===== src/rtl/booth_defs.sv =====
// Shared constants and state encoding for the Booth multiplier datapath stages.
package booth_defs;

  localparam int PROD_W = 32;
  localparam int ACC_W  = 40;
  localparam int OUT_W  = 32;
  localparam int LEN    = 16;

  typedef enum logic {
    ST_ACCUM = 1'b0,
    ST_HOLD  = 1'b1
  } state_e;

  localparam logic [OUT_W-1:0] SAT_MAX = {1'b0, {(OUT_W-1){1'b1}}};
  localparam logic [OUT_W-1:0] SAT_MIN = {1'b1, {(OUT_W-1){1'b0}}};

endpackage


===== src/rtl/sat_narrow.sv =====
// Signed saturating narrow from IN_W to OUT_W bits, with a flag when clipping occurred.
module sat_narrow #(
  parameter int IN_W  = 40,
  parameter int OUT_W = 32
) (
  input  logic [IN_W-1:0]  din,
  output logic [OUT_W-1:0] dout,
  output logic             sat
);

  // Signed OUT_W limits sign-extended to IN_W for a direct signed compare.
  localparam logic [IN_W-1:0] MAX_V = {{(IN_W-OUT_W+1){1'b0}}, {(OUT_W-1){1'b1}}};
  localparam logic [IN_W-1:0] MIN_V = ~MAX_V;

  always_comb begin
    dout = din[OUT_W-1:0];
    sat  = 1'b0;
    if ($signed(din) > $signed(MAX_V)) begin
      dout = {1'b0, {(OUT_W-1){1'b1}}};
      sat  = 1'b1;
    end else if ($signed(din) < $signed(MIN_V)) begin
      dout = {1'b1, {(OUT_W-1){1'b0}}};
      sat  = 1'b1;
    end
  end

endmodule


===== src/rtl/booth_product_accumulator.sv =====
// Sums blocks of signed products in a guarded accumulator and presents the
// saturated block sum on a held result port.
module booth_product_accumulator
  import booth_defs::*;
#(
  parameter int PROD_W = booth_defs::PROD_W,
  parameter int ACC_W  = booth_defs::ACC_W,
  parameter int OUT_W  = booth_defs::OUT_W,
  parameter int LEN    = booth_defs::LEN
) (
  input  logic              clk,
  input  logic              reset,
  input  logic              prod_valid,
  output logic              prod_ready,
  input  logic [PROD_W-1:0] prod_data,
  input  logic              prod_last,
  output logic              acc_valid,
  input  logic              acc_ready,
  output logic [OUT_W-1:0]  acc_data,
  output logic              acc_sat,
  output logic [7:0]        acc_count,
  output state_e            dbg_state
);

  // Handshakes: a beat moves on a rising edge where valid && ready. Valid never
  // waits on ready; once raised, valid and its payload hold until accepted.

  localparam logic [7:0] LAST_CNT = 8'(LEN - 1);

  state_e             state_q, state_d;
  logic [ACC_W-1:0]   acc_q, acc_d;
  logic [7:0]         cnt_q, cnt_d;
  logic [OUT_W-1:0]   res_data_q, res_data_d;
  logic               res_sat_q, res_sat_d;
  logic [7:0]         res_count_q, res_count_d;

  logic [ACC_W-1:0]   sum;
  logic [OUT_W-1:0]   sat_data;
  logic               sat_flag;
  logic               xfer;
  logic               close;

  assign sum   = acc_q + {{(ACC_W-PROD_W){prod_data[PROD_W-1]}}, prod_data};
  assign xfer  = prod_valid && prod_ready;
  assign close = xfer && (prod_last || (cnt_q == LAST_CNT));

  sat_narrow #(
    .IN_W  (ACC_W),
    .OUT_W (OUT_W)
  ) u_sat (
    .din  (sum),
    .dout (sat_data),
    .sat  (sat_flag)
  );

  always_ff @(posedge clk) begin
    if (reset) begin
      state_q     <= ST_ACCUM;
      acc_q       <= '0;
      cnt_q       <= '0;
      res_data_q  <= '0;
      res_sat_q   <= 1'b0;
      res_count_q <= '0;
    end else begin
      state_q     <= state_d;
      acc_q       <= acc_d;
      cnt_q       <= cnt_d;
      res_data_q  <= res_data_d;
      res_sat_q   <= res_sat_d;
      res_count_q <= res_count_d;
    end
  end

  always_comb begin
    state_d     = state_q;
    acc_d       = acc_q;
    cnt_d       = cnt_q;
    res_data_d  = res_data_q;
    res_sat_d   = res_sat_q;
    res_count_d = res_count_q;
    unique case (state_q)
      ST_ACCUM: begin
        if (close) begin
          res_data_d  = sat_data;
          res_sat_d   = sat_flag;
          res_count_d = cnt_q + 8'd1;
          acc_d       = '0;
          cnt_d       = '0;
          state_d     = ST_HOLD;
        end else if (xfer) begin
          acc_d = sum;
          cnt_d = cnt_q + 8'd1;
        end
      end
      ST_HOLD: begin
        if (acc_ready) state_d = ST_ACCUM;
      end
      default: state_d = ST_ACCUM;
    endcase
  end

  // Both ready and valid come straight from the state register.
  assign prod_ready = (state_q == ST_ACCUM);
  assign acc_valid  = (state_q == ST_HOLD);
  assign acc_data   = res_data_q;
  assign acc_sat    = res_sat_q;
  assign acc_count  = res_count_q;
  assign dbg_state  = state_q;

endmodule


===== config.mk =====
export PLATFORM = sky130hd
export DESIGN_NAME = booth_product_accumulator
export DESIGN_NICKNAME = d
export VERILOG_FILES = /design/src/rtl/booth_defs.sv /design/src/rtl/sat_narrow.sv /design/src/rtl/booth_product_accumulator.sv
export SDC_FILE = /design/constraint.sdc
export NUM_CORES = 1
export LEC_CHECK = 0
export BUFFER_PORTS_ARGS = -buffer_cell sky130_fd_sc_hd__buf_2
export CORE_MARGIN = 1.5
export CORE_UTILIZATION = 50
export DETAILED_ROUTE_END_ITERATION = 7
export GPL_ROUTABILITY_DRIVEN = 1
export PLACE_DENSITY = 0.67
export SYNTH_ARGS = -nofsm -noshare
export SYNTH_HDL_FRONTEND = slang
export SYNTH_SLANG_ARGS = --single-unit

===== constraint.sdc =====
create_clock -name clk -period 12.5 [get_ports clk]
set_input_delay 3.125 -clock clk [delete_from_list [all_inputs] [get_ports clk]]
set_output_delay 3.125 -clock clk [all_outputs]
set_load 0.02 [all_outputs]

==> impl_metrics.csv <==
group,metric,value,unit
status,outcome,"completed",
cells_and_area,instances_no_fill,859,
sta,finClkSkew,0.0147,ns
route,first_iter_violations,370,
yosys,netlist.area_leader.share,32.8,%
sta,fin_crit_sh,57.3,%
yosys,yosysTopAreaCell,"dfxtp_1",
worst_setup_path,end_kind,"register",
route,vias_per_cell,6.07,
route,wirelength,14600,um
yosys,synthCells,660,
sta,worst_slack,5.34,ns
worst_hold_path,worstHoldStart,"acc_count[1]",
cells_and_area,fin_util,57.2,%
sta,slew_violations,0,
floorplanning,fp.dieH,108,um
floorplanning,start_util,50.9,%
worst_setup_path,ff2ff_path_depth,11,
worst_setup_path,r2r_slack,7.90,ns
placed_design,place_worst_setup_slack,5.04,ns
yosys,synth.distinct_cells,61,
clock_tree,numCtsBuffers,9,
floorplanning,die_w,108,um
yosys,yosys.area_share.xor_xnor,6.21,%
sta,rsz0062_at_grt,"false",
worst_setup_path,path_class,"in -> reg",
worst_setup_path,worstPathArrival,7.47,ns
yosys,synth.most_common_cell,"dfxtp_1",
yosys,synthSimpleGateAreaFrac,18.1,%
clock_tree,postCtsSetupRepairBufs,0,
yosys,synth_top_family_by_area,"compound AO/OA/AOI/OAI gates",
global_routing,grt_max_degree,62,
sta,slew_headroom,30.6,%
yosys,ys_seq_area_share,32.8,%
sta,max_freq,0.140,GHz
clock_tree,clock_path_buffers,2,
job,drv_cap,0,
sta,worstMarginPinSlew,1.04,ns
cells_and_area,area_growth,12.2,%
floorplanning,coreArea,10800,um^2
clock_tree,tritoncts,"built",
yosys,ys.flop_type,"dfxtp_1",
worst_setup_path,cp-start-kind,"input pin",
sta,setup_viol,0,
cells_and_area,fillCellCount,1016,
cells_and_area,nNetsFinal,793,
route,firstDrtPassIters,5,
worst_setup_path,worst_path_max_delay_cell,"a21boi_4",
route,via_count,5217,
worst_setup_path,r2r_end,"acc_data[20]",
power_and_ir_drop,p_total,761,uW
yosys,synth_compound_area_share,29.1,%
yosys,synth-seq-cells,90,
yosys,synthAdderAreaFrac,9.47,%
clock_tree,holdBufCountCts,0,
placed_design,dp.cells,844,
clock_tree,root_buffer,"clkbuf_8",
sta,setup_tns,0,ns
power_and_ir_drop,ir_drop,0.0857,mV
power_and_ir_drop,leakage,0.00270,uW
worst_setup_path,timing.rr.start,"acc_q[12]",
sta,hold_viol,0,
cells_and_area,final-seq-area,1800,um^2
route,drc,0,
floorplanning,die_area,11600,um^2
route,wl_per_cell,17.0,um
worst_hold_path,worstHoldPathType,"reg -> reg",
clock_tree,cts_sinks,90,
placed_design,gp_congestion,0.907,
worst_setup_path,critPathMostFrequentCell,"a21oi_1",
worst_setup_path,path_cells,"buf_2 -> ha_1 -> a21oi_1 -> a21boi_0 -> a311oi_1 -> a21oi_1 -> o21ai_1 -> mux2_1 -> xnor2_1 -> or4b_4 -> a21boi_4 -> a221o_2",
yosys,syn_avg_cell_area,8.33,um^2
sta,fin_crit,7.16,ns
clock_tree,cts_htree_levels,3,
cells_and_area,layout-drive-gt1-share,19.3,%
yosys,synth_area_leaders,"dfxtp_1 33%, ha_1 9.1%, a221o_2 6.3%",
placed_design,hpwl,10600,um
global_routing,track_usage,25.7,%
worst_setup_path,crit_fanout,31,
cells_and_area,antenna_cells,0,
yosys,synth_warnings,0,
global_routing,antenna_found_initial,0,
worst_setup_path,cpPeakStageDelay,0.79,ns
yosys,yosys-top-cells-count,"90 x dfxtp_1, 78 x nor2_1, 64 x a21oi_1",
worst_hold_path,hold_depth,2,
yosys,synth.area.mux_share,0.387,%
placed_design,io_buffers,80,
cells_and_area,multi_input_area,3490,um^2
yosys,synth_edf_count,0,
global_routing,grt_pass1_wl,23500,um
worst_setup_path,required,12.82,ns
global_routing,gr-total-overflow,0,
global_routing,grt_pass1_vias,4809,
route,antenna_left,0,
clock_tree,clk_pin_slew,0.10,ns
yosys,synth_nets,738,
clock_tree,insertion_delay,0.37,ns
power_and_ir_drop,power.density,123,nW/um^2
worst_hold_path,holdPathEnd,"acc_count[1]",
floorplanning,rows,38,
clock_tree,ctsResizeCount,0,
floorplanning,num_io_pins,81,
yosys,asyncSetResetFlopFracSynth,0,%
yosys,syn_area,5500,um^2
==> layer usage <==
layer  track usage (%)  up-vias  part of all wire, %
li1                  -     2589                    -
met1              34.7     2465                   48
met2              40.6      139                   45
met3              3.93       24                  4.2
met4              10.7        0                  2.4
met5                 0        -                    0
==> worst max-delay path by stage <==
stage | start | end | slack [ns] | cells after the start
floorplan | prod_data[12] | acc_sat | 6.20 | 12
global placement | prod_data[12] | acc_data[15] | 5.14 | 12
detailed placement | prod_data[12] | acc_data[13] | 5.04 | 12
CTS | prod_data[12] | acc_data[7] | 5.42 | 12
global route | prod_data[12] | acc_data[7] | 5.09 | 12
finish | prod_data[12] | acc_data[20] | 5.34 | 12
==> worst max-delay path: cells and delay by family <==
kind	cells	cell delay (ns)
adders and majority gates	1	0.40
buffers and inverters	1	0.11
and+or+nand+nor	1	0.53
muxes	1	0.38
xor gates and xnor gates	1	0.30
AOI/OAI and AO/OA	7	2.64
==> sequential cells by signal, summed over array words and instances (netlist names) <==
| register | cells |
|---|---|
| acc_sat | 1 |
| acc_valid | 1 |
| cnt_q | 8 |
| acc_count | 8 |
| acc_data | 32 |
| acc_q | 40 |
==> stage by stage <==
stage / cell area (um^2) / hold WS [ns]
finish: 6170 / 0.458
global route: 6170 / 0.492
CTS: 6170 / 0.461
detailed placement: 5930 / 0.448
global placement: 5930 / 0.441
floorplan: 5500 / 0.436
==> cell usage in the layout, fill, tap and decap left out, types with 2 or more instances in the layout <==
master,count
nand3b_1,3
a211oi_1,9
ha_1,40
a21oi_1,64
o211ai_1,4
inv_1,8
a311oi_1,2
o31a_1,3
buf_2,80
nand3_1,19
nor3_1,16
and3_1,5
clkbuf_8,9
nand2b_1,4
bufinv_16,3
o21ai_1,2
a31oi_1,4
a21o_1,15
o21bai_1,3
nor2_1,76
o21a_1,2
a2111oi_0,3
dfxtp_1,90
and4_1,2
a22oi_1,35
nor4_1,5
o22ai_1,3
a221o_2,31
xnor2_1,21
xor2_1,18
nand4_1,12
a221oi_1,3
o21ai_0,26
and2_1,5
nand2_1,58
or3_1,3
buf_4,5
nor2_2,2
==> cell type report <==
type | count | share of cell area, %
Timing Repair Buffer | 85 | 7.10
Sequential cell | 90 | 29.2
Tap cell | 140 | 2.84
Clock buffer | 9 | 2.01
Multi-Input combinational cell | 521 | 56.5
Clock inverter | 6 | 1.87
Inverter | 8 | 0.487
==> kinds of logic after synthesis <==
logic type | Yosys count
flip-flops | 90
AND/OR/NAND/NOR | 216
multiplexers | 2
buffers and inverters | 49
adder cells (fa/ha/maj) | 41
AO/OA/AOI/OAI | 223
XOR/XNOR | 39
==> report_power, final <==
| group | leakage, uW | switching (uW) | internal, uW |
|---|---|---|---|
| sequential | 0.000737 | 12.8 | 310 |
| clock | 0.000121 | 108 | 133 |
| combinational | 0.00185 | 122 | 75.5 |
| total | 0.00270 | 243 | 518 |
No activity file was read; power rests on OpenSTA's default activity.
